`src/rtl/mk_sized_fifo.sv`:
```
// mk_sized_fifo: parametrised circular-buffer FIFO of `depth` entries of `width` bits.
// Any depth >= 1 is supported; it does not have to be a power of two.
// With pipelined=1, an enqueue is accepted while the FIFO is full
// if a dequeue happens in the same cycle.
//
// Ports:
//   CLK          clock; all state updates on the rising edge
//   RST_N        asynchronous active-low reset; empties the FIFO
//   IN_ENQ       data to enqueue (max(width,1) bits)
//   IN_EN_ENQ    enqueue strobe
//   IN_EN_DEQ    dequeue strobe
//   IN_EN_CLEAR  synchronous clear; overrides enqueue and dequeue
//   OUT_FIRST    head entry, 0 when empty (combinational from state)
//   OUT_NOTFULL  count < depth
//   OUT_NOTEMPTY count > 0
//   OUT_COUNT    current occupancy, 0..depth
module mk_sized_fifo #(
  parameter int unsigned width     = 1,
  parameter int unsigned depth     = 2,
  parameter int unsigned pipelined = 0,
  localparam int unsigned DW = (width == 0) ? 1 : width,
  localparam int unsigned CW = $clog2(depth + 1),
  localparam int unsigned PW = (depth > 1) ? $clog2(depth) : 1
) (
  input  logic          CLK,
  input  logic          RST_N,
  input  logic [DW-1:0] IN_ENQ,
  input  logic          IN_EN_ENQ,
  input  logic          IN_EN_DEQ,
  input  logic          IN_EN_CLEAR,
  output logic [DW-1:0] OUT_FIRST,
  output logic          OUT_NOTFULL,
  output logic          OUT_NOTEMPTY,
  output logic [CW-1:0] OUT_COUNT
);

  logic [DW-1:0] storage [depth];
  logic [PW-1:0] head;
  logic [PW-1:0] tail;
  logic [CW-1:0] count;

  logic full;
  logic empty;
  logic deq_ok;
  logic enq_ok;

  // Pointer advance with wrap at depth-1.
  function automatic logic [PW-1:0] ptr_inc(input logic [PW-1:0] p);
    return (p == PW'(depth - 1)) ? '0 : PW'(p + PW'(1));
  endfunction

  // Accept conditions; when full, count>0 so a strobed dequeue always fires.
  always_comb begin
    full   = (count == CW'(depth));
    empty  = (count == '0);
    deq_ok = IN_EN_DEQ & ~empty;
    enq_ok = IN_EN_ENQ & (~full | ((pipelined != 0) & IN_EN_DEQ));
  end

  // Pointers and occupancy.
  always_ff @(posedge CLK or negedge RST_N) begin
    if (!RST_N) begin
      head  <= '0;
      tail  <= '0;
      count <= '0;
    end else if (IN_EN_CLEAR) begin
      head  <= '0;
      tail  <= '0;
      count <= '0;
    end else begin
      if (deq_ok) head <= ptr_inc(head);
      if (enq_ok) tail <= ptr_inc(tail);
      count <= CW'(count + CW'(enq_ok) - CW'(deq_ok));
    end
  end

  // Entry storage is intentionally not reset; count gates visibility.
  always_ff @(posedge CLK) begin
    if (!IN_EN_CLEAR && enq_ok) storage[tail] <= IN_ENQ;
  end

  // Head entry is masked to zero when empty or when the FIFO carries no data.
  always_comb begin
    OUT_FIRST    = (!empty && width != 0) ? storage[head] : '0;
    OUT_NOTFULL  = ~full;
    OUT_NOTEMPTY = ~empty;
    OUT_COUNT    = count;
  end

endmodule
```
`config.mk`:
```
export PLATFORM = sky130hd
export DESIGN_NAME = mk_sized_fifo
export DESIGN_NICKNAME = d
export VERILOG_FILES = /design/src/rtl/mk_sized_fifo.sv
export SDC_FILE = /design/constraint.sdc
export NUM_CORES = 1
export LEC_CHECK = 0
export ABC_CLOCK_PERIOD_IN_PS = 1700
export BUFFER_PORTS_ARGS = -buffer_cell sky130_fd_sc_hd__buf_4
export CORE_AREA = 2 2 39 41
export DETAILED_ROUTE_END_ITERATION = 8
export DIE_AREA = 0 0 41 43
export PLACE_DENSITY_LB_ADDON = 0.08
export SYNTH_ARGS = -nofsm -noshare
export SYNTH_HDL_FRONTEND = slang
export SYNTH_SLANG_ARGS = --single-unit
```
`constraint.sdc`:
```
create_clock -name CLK -period 1.7 [get_ports CLK]
set_input_delay 0.085 -clock CLK [delete_from_list [all_inputs] [get_ports CLK]]
set_output_delay 0.085 -clock CLK [all_outputs]
set_load 0.03 [all_outputs]
```
; ---- Word level (Yosys, flattened, before mapping)
; Memory sizes are Yosys's and may differ from the RTL's.
; Index checks and enable logic that the tools add are counted.
[op_classes]
addsub = 4
eq_ne = 1
mux = 10
bitwise = 4
n_reduce_logical = 5
[op_table]
columns = cell, n
row1 = two-way mux 1 bit, 9
row2 = nonzero test 2 bit, 2
row3 = "adder 1 bit, second input constant", 2
row4 = adder 2 x 1 -> 2 bit, 1
row5 = bitwise AND 1 bit, 2
row6 = "equality test 2 bit, second input constant", 1
row7 = zero test 2 bit, 1
row8 = two-way mux 2 bit, 1
row9 = inverter 1 bit, 2
row10 = subtractor 2 x 1 -> 2 bit, 1
row11 = logical AND 1 bit, 1
row12 = zero test 1 bit, 1
[word_totals]
ff_bits = 4
ram_bits = 2
input_bits = 6
output_inout_bits = 5
wordCells = 28
n_memories = 1
[mem_list]
columns = name, words, width, read_ports, rd_clocked_by_memory_dff, wr, line
row1 = storage, 2, 1, 1, 0, 1, 37  ; logic [DW-1:0] storage [depth];

; ---- Depth between registers and ports, before layout
[logic_depth]
ltp_word = 6
ltp_mapped = 8

; ---- Worst setup path before layout
; No wires, ideal clock.
[synth_path]
kind = reg2reg
from = register count[0] (netlist: OUT_COUNT[0])
to = register count[1] (netlist: OUT_COUNT[1])
t_arrival_ns = 1.748
required_time_ns = 1.614
path_slack_ns = -0.134
path_stages_with_launch = 9
path_buffers = 0
path_cell_list = dfrtp_1 -> nand2b_4 -> nand2_4 -> ha_1 -> inv_1 -> ha_1 -> xor2_1 -> and2_1 -> nor3_1
[synth_between]
elab_chain_cells = 6
word_cells_on_any_way = 9
[synth_lines]
columns = item, line
row1 = "start, declared", 40  ; logic [CW-1:0] count;
row2 = "start signal, assigned", 73  ; count <= CW'(count + CW'(enq_ok) - CW'(deq_ok));
row3 = equality test 2 bit, 54  ; full = (count == CW'(depth));
row4 = inverter 1 bit, -
row5 = net OUT_NOTFULL, 32  ; output logic OUT_NOTFULL,
row6 = bitwise AND 1 bit, 57  ; enq_ok = IN_EN_ENQ & (~full | ((pipelined != 0) & IN_EN_DEQ));
row7 = adder 2 x 1 -> 2 bit, 73
row8 = subtractor 2 x 1 -> 2 bit, 73
row9 = two-way mux 2 bit, 66  ; end else if (IN_EN_CLEAR) begin
; The timed path passes the listed nets, and every way through them passes these cells.
; A chain may end at the register's enable or synchronous reset.

; ---- Final worst setup path
[layout_path]
from = register count[0] (netlist: OUT_COUNT[0])
to = register count[1] (netlist: OUT_COUNT[1])
[layout_between]
elab_chain_cells = 6
word_cells_on_any_way = 9
[layout_lines]
columns = item, line
row1 = equality test 2 bit, 54
row2 = inverter 1 bit, 57
row3 = bitwise AND 1 bit, 57
row4 = adder 2 x 1 -> 2 bit, 73
row5 = subtractor 2 x 1 -> 2 bit *, 73
row6 = two-way mux 2 bit *, 66
; Every way passes the cells marked *; elsewhere a longest branch is shown, timed or not.

==> results by group <==
Logic synthesis
  – Synth cell types: 16
  – Syn_nets: 36
  – Syn Inst Count: 28
  – Avg Cell Area, Syn: 11.6 um^2
  – Sequential fraction of the synthesis area: 49.4%
  – Yosys reg bits: 6
  – Yosys warns: 0
  – Cell area after synthesis: 324 um^2

Power
  – Power density cells: 1740 mW/mm^2
  – Tot Pwr: 0.869 mW
  – P_leak: 0.228 nW
  – Peak VDD IR: 0.644 mV

Critical path
  – Max FO, Critical Path: 5
  – CP Launch Point: OUT_COUNT[0]$_DFF_PN0_
  – R2R setup slack: 80 ps
  – Worst r2r path cells: 7
  – Worst-path cell with the longest stage delay: dfrtp_2
  – Required time of the critical path: 1860 ps
  – RR Startpoint: OUT_COUNT[0]$_DFF_PN0_
  – Worst flop-to-flop path endpoint: OUT_COUNT[1]$_DFF_PN0_
  – Crit Path Category: reg -> reg
  – CP Cell Sequence: o21a_4 -> ha_4 -> inv_2 -> ha_2 -> xor2_1 -> and2_1 -> nor3_2
  – Crit-path max cell delay: 430 ps
  – CP endpoint kind: flop
  – WP data arrival: 1780 ps
  – Critical path launch point type: flop
  – Crit path to: OUT_COUNT[1]$_DFF_PN0_

Global route
  – Number of global-route vias before repair: 271
  – Initial antenna violation count: 0
  – Largest net degree at the start of global routing: 8
  – Global-route wire length before repair: 1120 um
  – Grt ovf: 0
  – Total track usage: 10.1%

Die
  – Core area: 0.00138 mm^2
  – Die Ht: 43 um
  – # IOs: 11
  – Starting Density: 23.4%
  – Die span in x: 41 um
  – Die ar.: 0.00176 mm^2
  – Row cnt: 14

CTS
  – Clk_lat worst skew: 240 ps
  – CTS buffer count: 3
  – Root Buffer: clkbuf_4
  – CTS tree: done
  – Sink Count: 6
  – CTS Buffer Depth: 2
  – H-Tree Depth: 1
  – Clock slew seen by the registers of the worst setup and hold paths: 50 ps

Final layout
  – Antenna cells: 0
  – Share of cells above drive strength 1: 55.6%
  – Register area: 163 um^2
  – Finished Core Util: 36.1%
  – Nets: 54
  – Fillcell total: 149
  – Multi-input logic area: 183 um^2
  – P&R area growth vs syn: 54.1%

Route
  – Post-route antenna net violation count: 0
  – Routed WL per cell: 10.5 um
  – Drt first-iter violations: 6
  – DR DRC count: 0
  – Vias per std cell: 4.05
  – Vias post-DR: 247
  – Detailed-router iteration count before antenna repair: 3
  – Wirelength, routed: 642 um

Timing
  – Slew headroom: 83.5%
  – Hold Vio Cnt, Final: 0
  – RSZ-0062 raised after global routing: true
  – Count of pins over their slew limit: 0
  – Fin worst setup slack: 80.5 ps
  – Final-report setup violation count: 0
  – Min Hold Slack: 27.3 ps
  – Max Freq: 0.617 GHz
  – Setup TNS: 0 ps
  – Final Skew: 6.76 ps
  – Final Cycle Share: 95.3%
  – Crit path time final: 1620 ps
  – Worst slew pin tran: 246 ps

Place
  – Port Buf Inserts: 10
  – Gpl congestion: 0.632
  – DP HPWL: 489 um
  – Setup WS pre-CTS: 47.8 ps

Hold path
  – Hold WC Path Type: in -> reg
  – Worst hold path depth: 1

Run status
  – Status: finished, final reports clean

Job
  – Number of max-cap violations: 0
==> worst max-delay path: cells and delay by family (launching register included) <==
| kind | cells | cell delay [ps] |
|---|---|---|
| AO/OA/AOI/OAI | 1 | 230 |
| buffers and inverters | 1 | 30 |
| XOR/XNOR | 1 | 140 |
| AND/OR/NAND/NOR | 2 | 290 |
| adder cells (fa/ha/maj) | 2 | 410 |
| flip-flops | 1 | 430 |
==> logic make-up (layout without fill, tap and decap cells) <==
logic type	after synthesis	count (layout)	synth area share [%]
simple gates	13	13	24.7
flops	6	6	49.4
fa+ha+maj	2	2	7.72
xor+xnor	2	2	5.41
mux	2	2	7.72
buf+inv	2	19	2.32
compound gates	1	1	2.70
==> area by class of cell <==
| class | count | area share (%) |
|---|---|---|
| multi-input combinational | 20 | 36.6 |
| sequential | 6 | 32.6 |
| timing repair buffer | 13 | 20.1 |
| clock buffer | 4 | 5.26 |
| tap | 16 | 4.01 |
| inverter | 2 | 1.50 |
==> what timing repair did <==
item / in CTS / in global routing
hold endpoints to repair: 4 / 0
buffers inserted: 0 / 1
endpoints found under the setup margin: 0 / 1
gates resized for setup: 0 / 5
hold buffers: 1 / 0
==> layout by cell type (no fill, tap or decap), types with 2 or more instances in the layout <==
cell type  netlist  final
clkbuf_4         0      3
dfrtp_1          4      2
dfrtp_2          0      2
edfxtp_1         2      2
nor2b_1          2      2
nor2_1           5      5
buf_4            0     12
==> synth_stat cells <==
cell type / instances / area share, %
and2_1: 1 / 1.9
dfrtp_1: 4 / 31
edfxtp_1: 2 / 19
ha_1: 2 / 7.7
inv_1: 2 / 2.3
mux2_4: 1 / 4.6
mux2i_1: 1 / 3.1
nand2_4: 1 / 3.5
nand2b_4: 1 / 4.2
nor2_1: 5 / 5.8
nor2b_1: 2 / 3.9
nor3_1: 2 / 3.1
nor3b_1: 1 / 2.3
o21a_2: 1 / 2.7
xnor2_1: 1 / 2.7
xor2_1: 1 / 2.7
==> metal layers <==
layer | vias to the layer above | share of wire, % | global-route usage (%)
met4 | 0 | 0 | 4.00
met3 | 0 | 6.4 | 4.71
met5 | - | 0 | 0
li1 | 128 | - | -
met1 | 113 | 40 | 11.9
met2 | 6 | 54 | 15.3
==> flip-flops by register name, summed over array words and instances (netlist names) <==
name / count
tail: 1
storage: 2
head: 1
OUT_COUNT: 2
==> worst min-delay path by stage <==
stage	start	end
2_1_floorplan	RST_N	OUT_COUNT[0]$_DFF_PN0_
3_3_place_gp	RST_N	head$_DFFE_PN0P_
3_5_place_dp	RST_N	head$_DFFE_PN0P_
4_1_cts	IN_ENQ	storage[0]$_DFFE_PP_
5_1_grt	IN_ENQ	storage[1]$_DFFE_PP_
6_report	IN_ENQ	storage[1]$_DFFE_PP_
==> report_power, final <==
group	internal [mW]	switching [mW]	leakage [nW]
registers	0.194	0.0461	0.0682
logic	0.230	0.253	0.145
clock network	0.0892	0.0554	0.0150
==> metrics by stage <==
step / cells / cell area, um^2
floorplan: 28 / 327
global placement: 55 / 429
detailed placement: 55 / 429
CTS: 60 / 465
global route: 61 / 499
finish: 61 / 499
(Power assumes the default switching activity.)
